<file path="src/rtl/sat_state_pkg.sv">
// Shared encodings and types for the SAT engine per-variable state store.
// Optional feature macro used by the design: BKT_PARALLEL_EN.
package sat_state_pkg;

  // Per-variable value field: {implied, val[1:0]}
  localparam int WIDTH_VAL   = 3;
  localparam int IMPLIED_BIT = 2;

  localparam logic [1:0] VAL_FREE  = 2'b00;
  localparam logic [1:0] VAL_FALSE = 2'b01;
  localparam logic [1:0] VAL_TRUE  = 2'b10;

  // Backtrack controller states
  typedef enum logic [1:0] {
    ST_IDLE = 2'b00,
    ST_SCAN = 2'b01,
    ST_DONE = 2'b10
  } bkt_state_e;

  // Build a value field from the implied flag and a polarity code
  function automatic logic [WIDTH_VAL-1:0] make_value(input logic implied,
                                                      input logic [1:0] pol);
    logic [WIDTH_VAL-1:0] v;
    v              = {1'b0, pol};
    v[IMPLIED_BIT] = implied;
    return v;
  endfunction

endpackage

</file>
<file path="src/rtl/var_state_cell.sv">
// One variable's value and level registers.
// Priority inside the cell: rst, bulk load, backtrack clear, write.
module var_state_cell
  import sat_state_pkg::*;
#(
  parameter int WIDTH_LVL = 16
) (
  input  logic                 clk,
  input  logic                 rst,
  input  logic                 i_load_en,
  input  logic [WIDTH_VAL-1:0] i_load_val,
  input  logic [WIDTH_LVL-1:0] i_load_lvl,
  input  logic                 i_clr,
  input  logic                 i_wr_en,
  input  logic [WIDTH_VAL-1:0] i_wr_val,
  input  logic [WIDTH_LVL-1:0] i_wr_lvl,
  output logic [WIDTH_VAL-1:0] o_val,
  output logic [WIDTH_LVL-1:0] o_lvl,
  output logic                 o_free
);

  logic [WIDTH_VAL-1:0] r_val;
  logic [WIDTH_LVL-1:0] r_lvl;

  // Value/level storage with load, clear and write paths
  always_ff @(posedge clk) begin
    if (rst) begin
      r_val <= {WIDTH_VAL{1'b0}};
      r_lvl <= {WIDTH_LVL{1'b0}};
    end else if (i_load_en) begin
      r_val <= i_load_val;
      r_lvl <= i_load_lvl;
    end else if (i_clr) begin
      r_val <= {WIDTH_VAL{1'b0}};
      r_lvl <= {WIDTH_LVL{1'b0}};
    end else if (i_wr_en) begin
      r_val <= i_wr_val;
      r_lvl <= i_wr_lvl;
    end else begin
      r_val <= r_val;
      r_lvl <= r_lvl;
    end
  end

  assign o_val  = r_val;
  assign o_lvl  = r_lvl;
  assign o_free = (r_val[1:0] == VAL_FREE);

endmodule

</file>
<file path="src/rtl/var_state_update.sv">
// Per-variable assignment store: decision/implication writes, bulk load and
// backtrack clearing. Values are fed back to the decision stage.
// Optional macro BKT_PARALLEL_EN: backtrack clears all qualifying variables
// in one SCAN cycle instead of walking them one per cycle.
module var_state_update
  import sat_state_pkg::*;
#(
  parameter int NUM_VARS  = 8,
  parameter int WIDTH_LVL = 16
) (
  input  logic                           clk,
  input  logic                           rst,
  input  logic                           load_en_i,
  input  logic [NUM_VARS*WIDTH_VAL-1:0]  load_values_i,
  input  logic [NUM_VARS*WIDTH_LVL-1:0]  load_lvls_i,
  input  logic                           decision_done_i,
  input  logic [NUM_VARS-1:0]            index_decided_i,
  input  logic [WIDTH_LVL-1:0]           cur_lvl_i,
  input  logic                           imply_valid_i,
  input  logic [NUM_VARS-1:0]            imply_index_i,
  input  logic                           imply_value_i,
  input  logic [WIDTH_LVL-1:0]           imply_lvl_i,
  input  logic                           apply_bkt_i,
  input  logic [WIDTH_LVL-1:0]           bkt_lvl_i,
  output logic [NUM_VARS*WIDTH_VAL-1:0]  vars_value_o,
  output logic [NUM_VARS*WIDTH_LVL-1:0]  vars_lvl_o,
  output logic                           all_assigned_o,
  output logic                           bkt_busy_o,
  output logic                           bkt_done_o,
  output logic                           drop_err_o
);

`ifndef BKT_PARALLEL_EN
  localparam int CNT_W = (NUM_VARS > 1) ? $clog2(NUM_VARS) : 1;
  localparam logic [CNT_W-1:0] LAST_IDX = CNT_W'(NUM_VARS - 1);

  logic [CNT_W-1:0] r_cnt;
  logic [CNT_W-1:0] w_cnt_nxt;
`endif

  bkt_state_e           r_state;
  bkt_state_e           w_state_nxt;
  logic [WIDTH_LVL-1:0] r_bkt_lvl;
  logic [WIDTH_LVL-1:0] w_bkt_lvl_nxt;
  logic                 r_bkt_busy;
  logic                 r_bkt_done;
  logic                 r_drop_err;
  logic                 w_drop_set;
  logic                 w_wr_ok;
  logic [NUM_VARS-1:0]  w_free;

  // Writes are blocked during a scan and by a backtrack request that wins priority
  assign w_wr_ok    = (r_state != ST_SCAN) && !apply_bkt_i;
  assign w_drop_set = (r_state == ST_SCAN) && (decision_done_i || imply_valid_i);

  // Backtrack FSM next-state, level latch and scan counter
  always_comb begin
    w_state_nxt   = r_state;
    w_bkt_lvl_nxt = r_bkt_lvl;
`ifndef BKT_PARALLEL_EN
    w_cnt_nxt     = r_cnt;
`endif
    case (r_state)
      ST_IDLE: begin
        if (apply_bkt_i) begin
          w_state_nxt   = ST_SCAN;
          w_bkt_lvl_nxt = bkt_lvl_i;
`ifndef BKT_PARALLEL_EN
          w_cnt_nxt     = {CNT_W{1'b0}};
`endif
        end else begin
          w_state_nxt = ST_IDLE;
        end
      end
      ST_SCAN: begin
`ifdef BKT_PARALLEL_EN
        w_state_nxt = ST_DONE;
`else
        if (r_cnt == LAST_IDX) begin
          w_state_nxt = ST_DONE;
        end else begin
          w_cnt_nxt = r_cnt + CNT_W'(1);
        end
`endif
      end
      ST_DONE: begin
        w_state_nxt = ST_IDLE;
      end
      default: begin
        w_state_nxt = ST_IDLE;
      end
    endcase
  end

  // FSM state, latched level, counter and status flags; load aborts a scan
  always_ff @(posedge clk) begin
    if (rst) begin
      r_state    <= ST_IDLE;
      r_bkt_lvl  <= {WIDTH_LVL{1'b0}};
`ifndef BKT_PARALLEL_EN
      r_cnt      <= {CNT_W{1'b0}};
`endif
      r_bkt_busy <= 1'b0;
      r_bkt_done <= 1'b0;
      r_drop_err <= 1'b0;
    end else if (load_en_i) begin
      r_state    <= ST_IDLE;
      r_bkt_busy <= 1'b0;
      r_bkt_done <= 1'b0;
      r_drop_err <= 1'b0;
    end else begin
      r_state    <= w_state_nxt;
      r_bkt_lvl  <= w_bkt_lvl_nxt;
`ifndef BKT_PARALLEL_EN
      r_cnt      <= w_cnt_nxt;
`endif
      r_bkt_busy <= (w_state_nxt == ST_SCAN);
      r_bkt_done <= (w_state_nxt == ST_DONE);
      r_drop_err <= r_drop_err | w_drop_set;
    end
  end

  for (genvar k = 0; k < NUM_VARS; k++) begin : g_cell
    logic                 w_dec_wr;
    logic                 w_imp_wr;
    logic                 w_clr;
    logic [WIDTH_VAL-1:0] w_wr_val;
    logic [WIDTH_LVL-1:0] w_wr_lvl;
    logic [WIDTH_VAL-1:0] w_val;
    logic [WIDTH_LVL-1:0] w_lvl;

    assign w_dec_wr = w_wr_ok && decision_done_i && index_decided_i[k];
    assign w_imp_wr = w_wr_ok && imply_valid_i && imply_index_i[k];
    // A decision to the same variable overrides the implication
    assign w_wr_val = w_dec_wr ? make_value(1'b0, VAL_FALSE)
                               : make_value(1'b1, imply_value_i ? VAL_TRUE : VAL_FALSE);
    assign w_wr_lvl = w_dec_wr ? cur_lvl_i : imply_lvl_i;

`ifdef BKT_PARALLEL_EN
    assign w_clr = (r_state == ST_SCAN) && !w_free[k] && (w_lvl > r_bkt_lvl);
`else
    assign w_clr = (r_state == ST_SCAN) && (r_cnt == CNT_W'(k)) &&
                   !w_free[k] && (w_lvl > r_bkt_lvl);
`endif

    var_state_cell #(
      .WIDTH_LVL (WIDTH_LVL)
    ) u_cell (
      .clk        (clk),
      .rst        (rst),
      .i_load_en  (load_en_i),
      .i_load_val (load_values_i[k*WIDTH_VAL +: WIDTH_VAL]),
      .i_load_lvl (load_lvls_i[k*WIDTH_LVL +: WIDTH_LVL]),
      .i_clr      (w_clr),
      .i_wr_en    (w_dec_wr || w_imp_wr),
      .i_wr_val   (w_wr_val),
      .i_wr_lvl   (w_wr_lvl),
      .o_val      (w_val),
      .o_lvl      (w_lvl),
      .o_free     (w_free[k])
    );

    assign vars_value_o[k*WIDTH_VAL +: WIDTH_VAL] = w_val;
    assign vars_lvl_o[k*WIDTH_LVL +: WIDTH_LVL]   = w_lvl;
  end

  assign all_assigned_o = &(~w_free);
  assign bkt_busy_o     = r_bkt_busy;
  assign bkt_done_o     = r_bkt_done;
  assign drop_err_o     = r_drop_err;

endmodule

</file>
<file path="config.mk">
export PLATFORM = sky130hd
export DESIGN_NAME = var_state_update
export DESIGN_NICKNAME = d
export VERILOG_FILES = /design/src/rtl/sat_state_pkg.sv /design/src/rtl/var_state_cell.sv /design/src/rtl/var_state_update.sv
export SDC_FILE = /design/constraint.sdc
export NUM_CORES = 1
export LEC_CHECK = 0
export CORE_ASPECT_RATIO = 0.5
export CORE_MARGIN = 1
export CORE_UTILIZATION = 45
export CTS_CLUSTER_DIAMETER = 30
export DETAILED_ROUTE_END_ITERATION = 10
export DONT_BUFFER_PORTS = 1
export REMOVE_ABC_BUFFERS = 1
export SKIP_CTS_REPAIR_TIMING = 1
export SLEW_MARGIN = 20
export SYNTH_ARGS = -nofsm -noshare
export SYNTH_HDL_FRONTEND = slang
export SYNTH_SLANG_ARGS = --single-unit
</file>
<file path="constraint.sdc">
create_clock -name clk -period 2.4 [get_ports clk]
set_input_delay 0.12 -clock clk [delete_from_list [all_inputs] [get_ports clk]]
set_output_delay 0.12 -clock clk [all_outputs]
set_load 0.05 [all_outputs]
</file>
==> flow_summary.yaml <==
run_status:
  outcome: "finished, violations left"
  violations: "negative hold slack, negative setup slack"
critical_path:
  rrSetupSlack_ns: -0.28
  end_kind: "flip-flop"
  cp-start-kind: "flip-flop"
  cp.depth: 12
  cpPeakStageDelay_ns: 0.47
  cp.required_ns: 2.76
  worst-path-buf-inv: 4
  crit_fanout: 5
  reg2reg_depth: 12
  startpoint: "r_bkt_lvl[7]"
  crit_chain: "clkinvlp_4, buf_12, ha_4, a21oi_2, o21a_1, nor3_2, a2111o_1, a211oi_4, buf_6, buf_8, a2111oi_0, a31o_2"
  crit_family: "compound AO/OA/AOI/OAI gates"
  r2r_start: "r_bkt_lvl[7]"
  crit_arrival_ns: 3.04
  cpMaxStageDelayCell: "a2111o_1"
  r2r_end: "g_cell[0].u_cell.o_lvl[0]"
  worstSetupPathType: "reg2reg"
power_and_ir_drop:
  power_density_mw_per_mm2: 552
  vdd_ir_drop_max_uv: 594
  power_leakage_nw: 8.04
routing:
  wl_mm: 69.4
  drtIter0Drc: 2054
  via_per_inst: 6.71
  antenna_left: 0
  vias: 15200
  dr.pass1.iters: 6
  drcViolationCount: 0
  routedWlPerCell_um: 30.6
cts:
  tritoncts: "yes"
  clk_pin_slew_worst_paths_ns: 0.07
  h-tree-depth: 4
  cts_buffer_depth: 2
  clk_latency_ns: 0.47
  clock-sinks: 176
  cts_made_buffers: 17
  cts_root_buf: "clkbuf_16"
global_routing:
  grt_max_degree: 155
  antenna_found_initial: 9
  grt_usage_pct: 41.9
  grt_remaining_overflow: 0
  grt_pass1_vias: 12700
  grt_pass1_wl_mm: 84.8
synth:
  syn_avg_cell_area_um2: 8.02
  yosysMostFrequentCell: "nand2_1"
  synthFlopType: "dfxtp_1"
  ys_top_cells_by_count: "nand2_1, dfxtp_1, o21ai_0, ha_1, mux2i_1"
  ys_warn_count: 0
  synth_edf_count: 0
  syn_area_mm2: 0.0124
  synth.top_cell.area_share_pct: 28.5
  ys_ff_latch: 176
  yosysTopAreaCell: "dfxtp_1"
  syn_inst: 1541
  seq_area_frac_synth_pct: 28.5
  ys_top_cells_by_area: "dfxtp_1, ha_1, mux2i_1"
  ys_types: 71
  synth-async-reset-ratio_pct: 0
cells_and_area:
  final_area_mm2: 0.0192
  drive_above_1_share_pct: 33.0
  syn2layout_area_growth_pct: 55.1
  final_cells: 2269
  num-nets-final: 2252
die:
  die_h_um: 119
  start_util_pct: 46.3
  io_pins: 379
  dieArea_mm2: 0.0282
  num_rows: 42
  coreArea_mm2: 0.0267
  fp.dieW_um: 236
hold_path:
  min_from: "load_lvls_i[39]"
  hold_path_depth: 4
  holdPathEnd: "g_cell[2].u_cell.o_lvl[7]"
  hp-class: "in2reg"
timing:
  timing.final.ws_setup_ns: -0.277
  grt_setup_unrepaired: "yes"
  tightest_slew_ns: 0.808
  setup_violations: 129
  fin_crit_ns: 2.68
  hold_viol_final: 29
  drv_slew: 0
  whs_ns: -0.0792
  fmaxAchievable_mhz: 374
  finClkSkew_ns: 0.0162
  layout_worst_path_cycle_share_pct: 112
  slew_headroom_pct: 46.0
place:
  hpwlAfterDp_mm: 44.2
  place.gp.congestion: 0.961
  place_ws_ns: -0.408
  dp_cells: 2020
  placed_cell_area_mm2: 0.0144
  port_buffers: 0
job:
  maxCapViolCount: 0
-- metrics by stage --
stage          util [%]  TNS (ns)  power [W]
6_report           71.8    -20.26     0.0106
5_1_grt            71.7    -29.83     0.0109
4_1_cts            56.1    -30.07    0.00940
3_5_place_dp       53.9    -26.86    0.00650
3_3_place_gp       53.9    -17.47    0.00644
2_1_floorplan         -    -83.50    0.00539
-- cell type report --
| type | instances | area, um^2 |
|---|---|---|
| Inverter | 37 | 156 |
| Antenna cell | 9 | 22.5 |
| Timing Repair Buffer | 462 | 4550 |
| Clock inverter | 12 | 133 |
| Clock buffer | 20 | 457 |
| Tap cell | 352 | 440 |
| Sequential cell | 176 | 3540 |
| Multi-Input combinational cell | 1201 | 9870 |
| Fill cell | 2014 | 7530 |
-- how the worst max path moves through the flow --
| stage | end | slack, ns |
|---|---|---|
| after floorplan | g_cell[6].u_cell.o_val[0] | -0.81 |
| after global placement | g_cell[0].u_cell.o_lvl[6] | -0.28 |
| after detailed placement | g_cell[1].u_cell.o_val[0] | -0.41 |
| after CTS | g_cell[1].u_cell.o_val[0] | -0.44 |
| after global routing | g_cell[2].u_cell.o_lvl[1] | -0.36 |
| final | g_cell[0].u_cell.o_lvl[0] | -0.28 |
-- flip-flops by register name, summed over array words and instances, names as in the netlist --
register             count
r_state                  2
r_cnt                    3
bkt_done_o               1
bkt_busy_o               1
drop_err_o               1
g_cell.u_cell.o_val     24
r_bkt_lvl               16
g_cell.u_cell.o_lvl    128
-- cell families (layout without fill, tap and decap cells) --
kind of cell | after synthesis | after routing | synth area share (%)
buffers and inverters | 166 | 531 | 5.94
adder cells (fa/ha/maj) | 134 | 134 | 13.6
AO/OA/AOI/OAI | 457 | 459 | 24.6
flip-flops | 176 | 176 | 28.5
multiplexers | 115 | 115 | 9.37
other | 0 | 9 | 0
AND/OR/NAND/NOR | 493 | 493 | 18.0
-- routing by layer --
layer  routed length (um)  global-route usage, %  vias up
li1                     -                      -     6379
met4                 4550                   25.6        2
met2                29900                   65.0     1200
met5                   17                      0        -
met3                 7950                   11.7      347
met1                27000                   51.8     7304
-- worst register-to-register path, cell delays in order (launching register included) --
cell and delay (ns):
dfxtp_2 0.36, clkinvlp_4 0.11, buf_12 0.16, ha_4 0.22, a21oi_2 0.11, o21a_1 0.14
nor3_2 0.05, a2111o_1 0.47, a211oi_4 0.33, buf_6 0.18, buf_8 0.14, a2111oi_0 0.06
a31o_2 0.25
-- cells in the final DEF, fill, tap and decap left out, drive strengths merged, types with 21 or more instances in the layout --
cell,count
buf,304
nand2,256
dfxtp,176
o21ai,153
dlygate4sd3,149
ha,134
mux2i,113
a21oi,93
nor2,92
nand3,60
a31o,38
inv,38
a2111oi,36
clkbuf,29
nand4,28
o21a,27
o211ai,21
-- power by group --
group,internal (W),switching (W)
Sequential,0.00315,0.000264
Combinational,0.00167,0.00250
Clock,0.00160,0.00140
(Power assumes the default switching activity.)
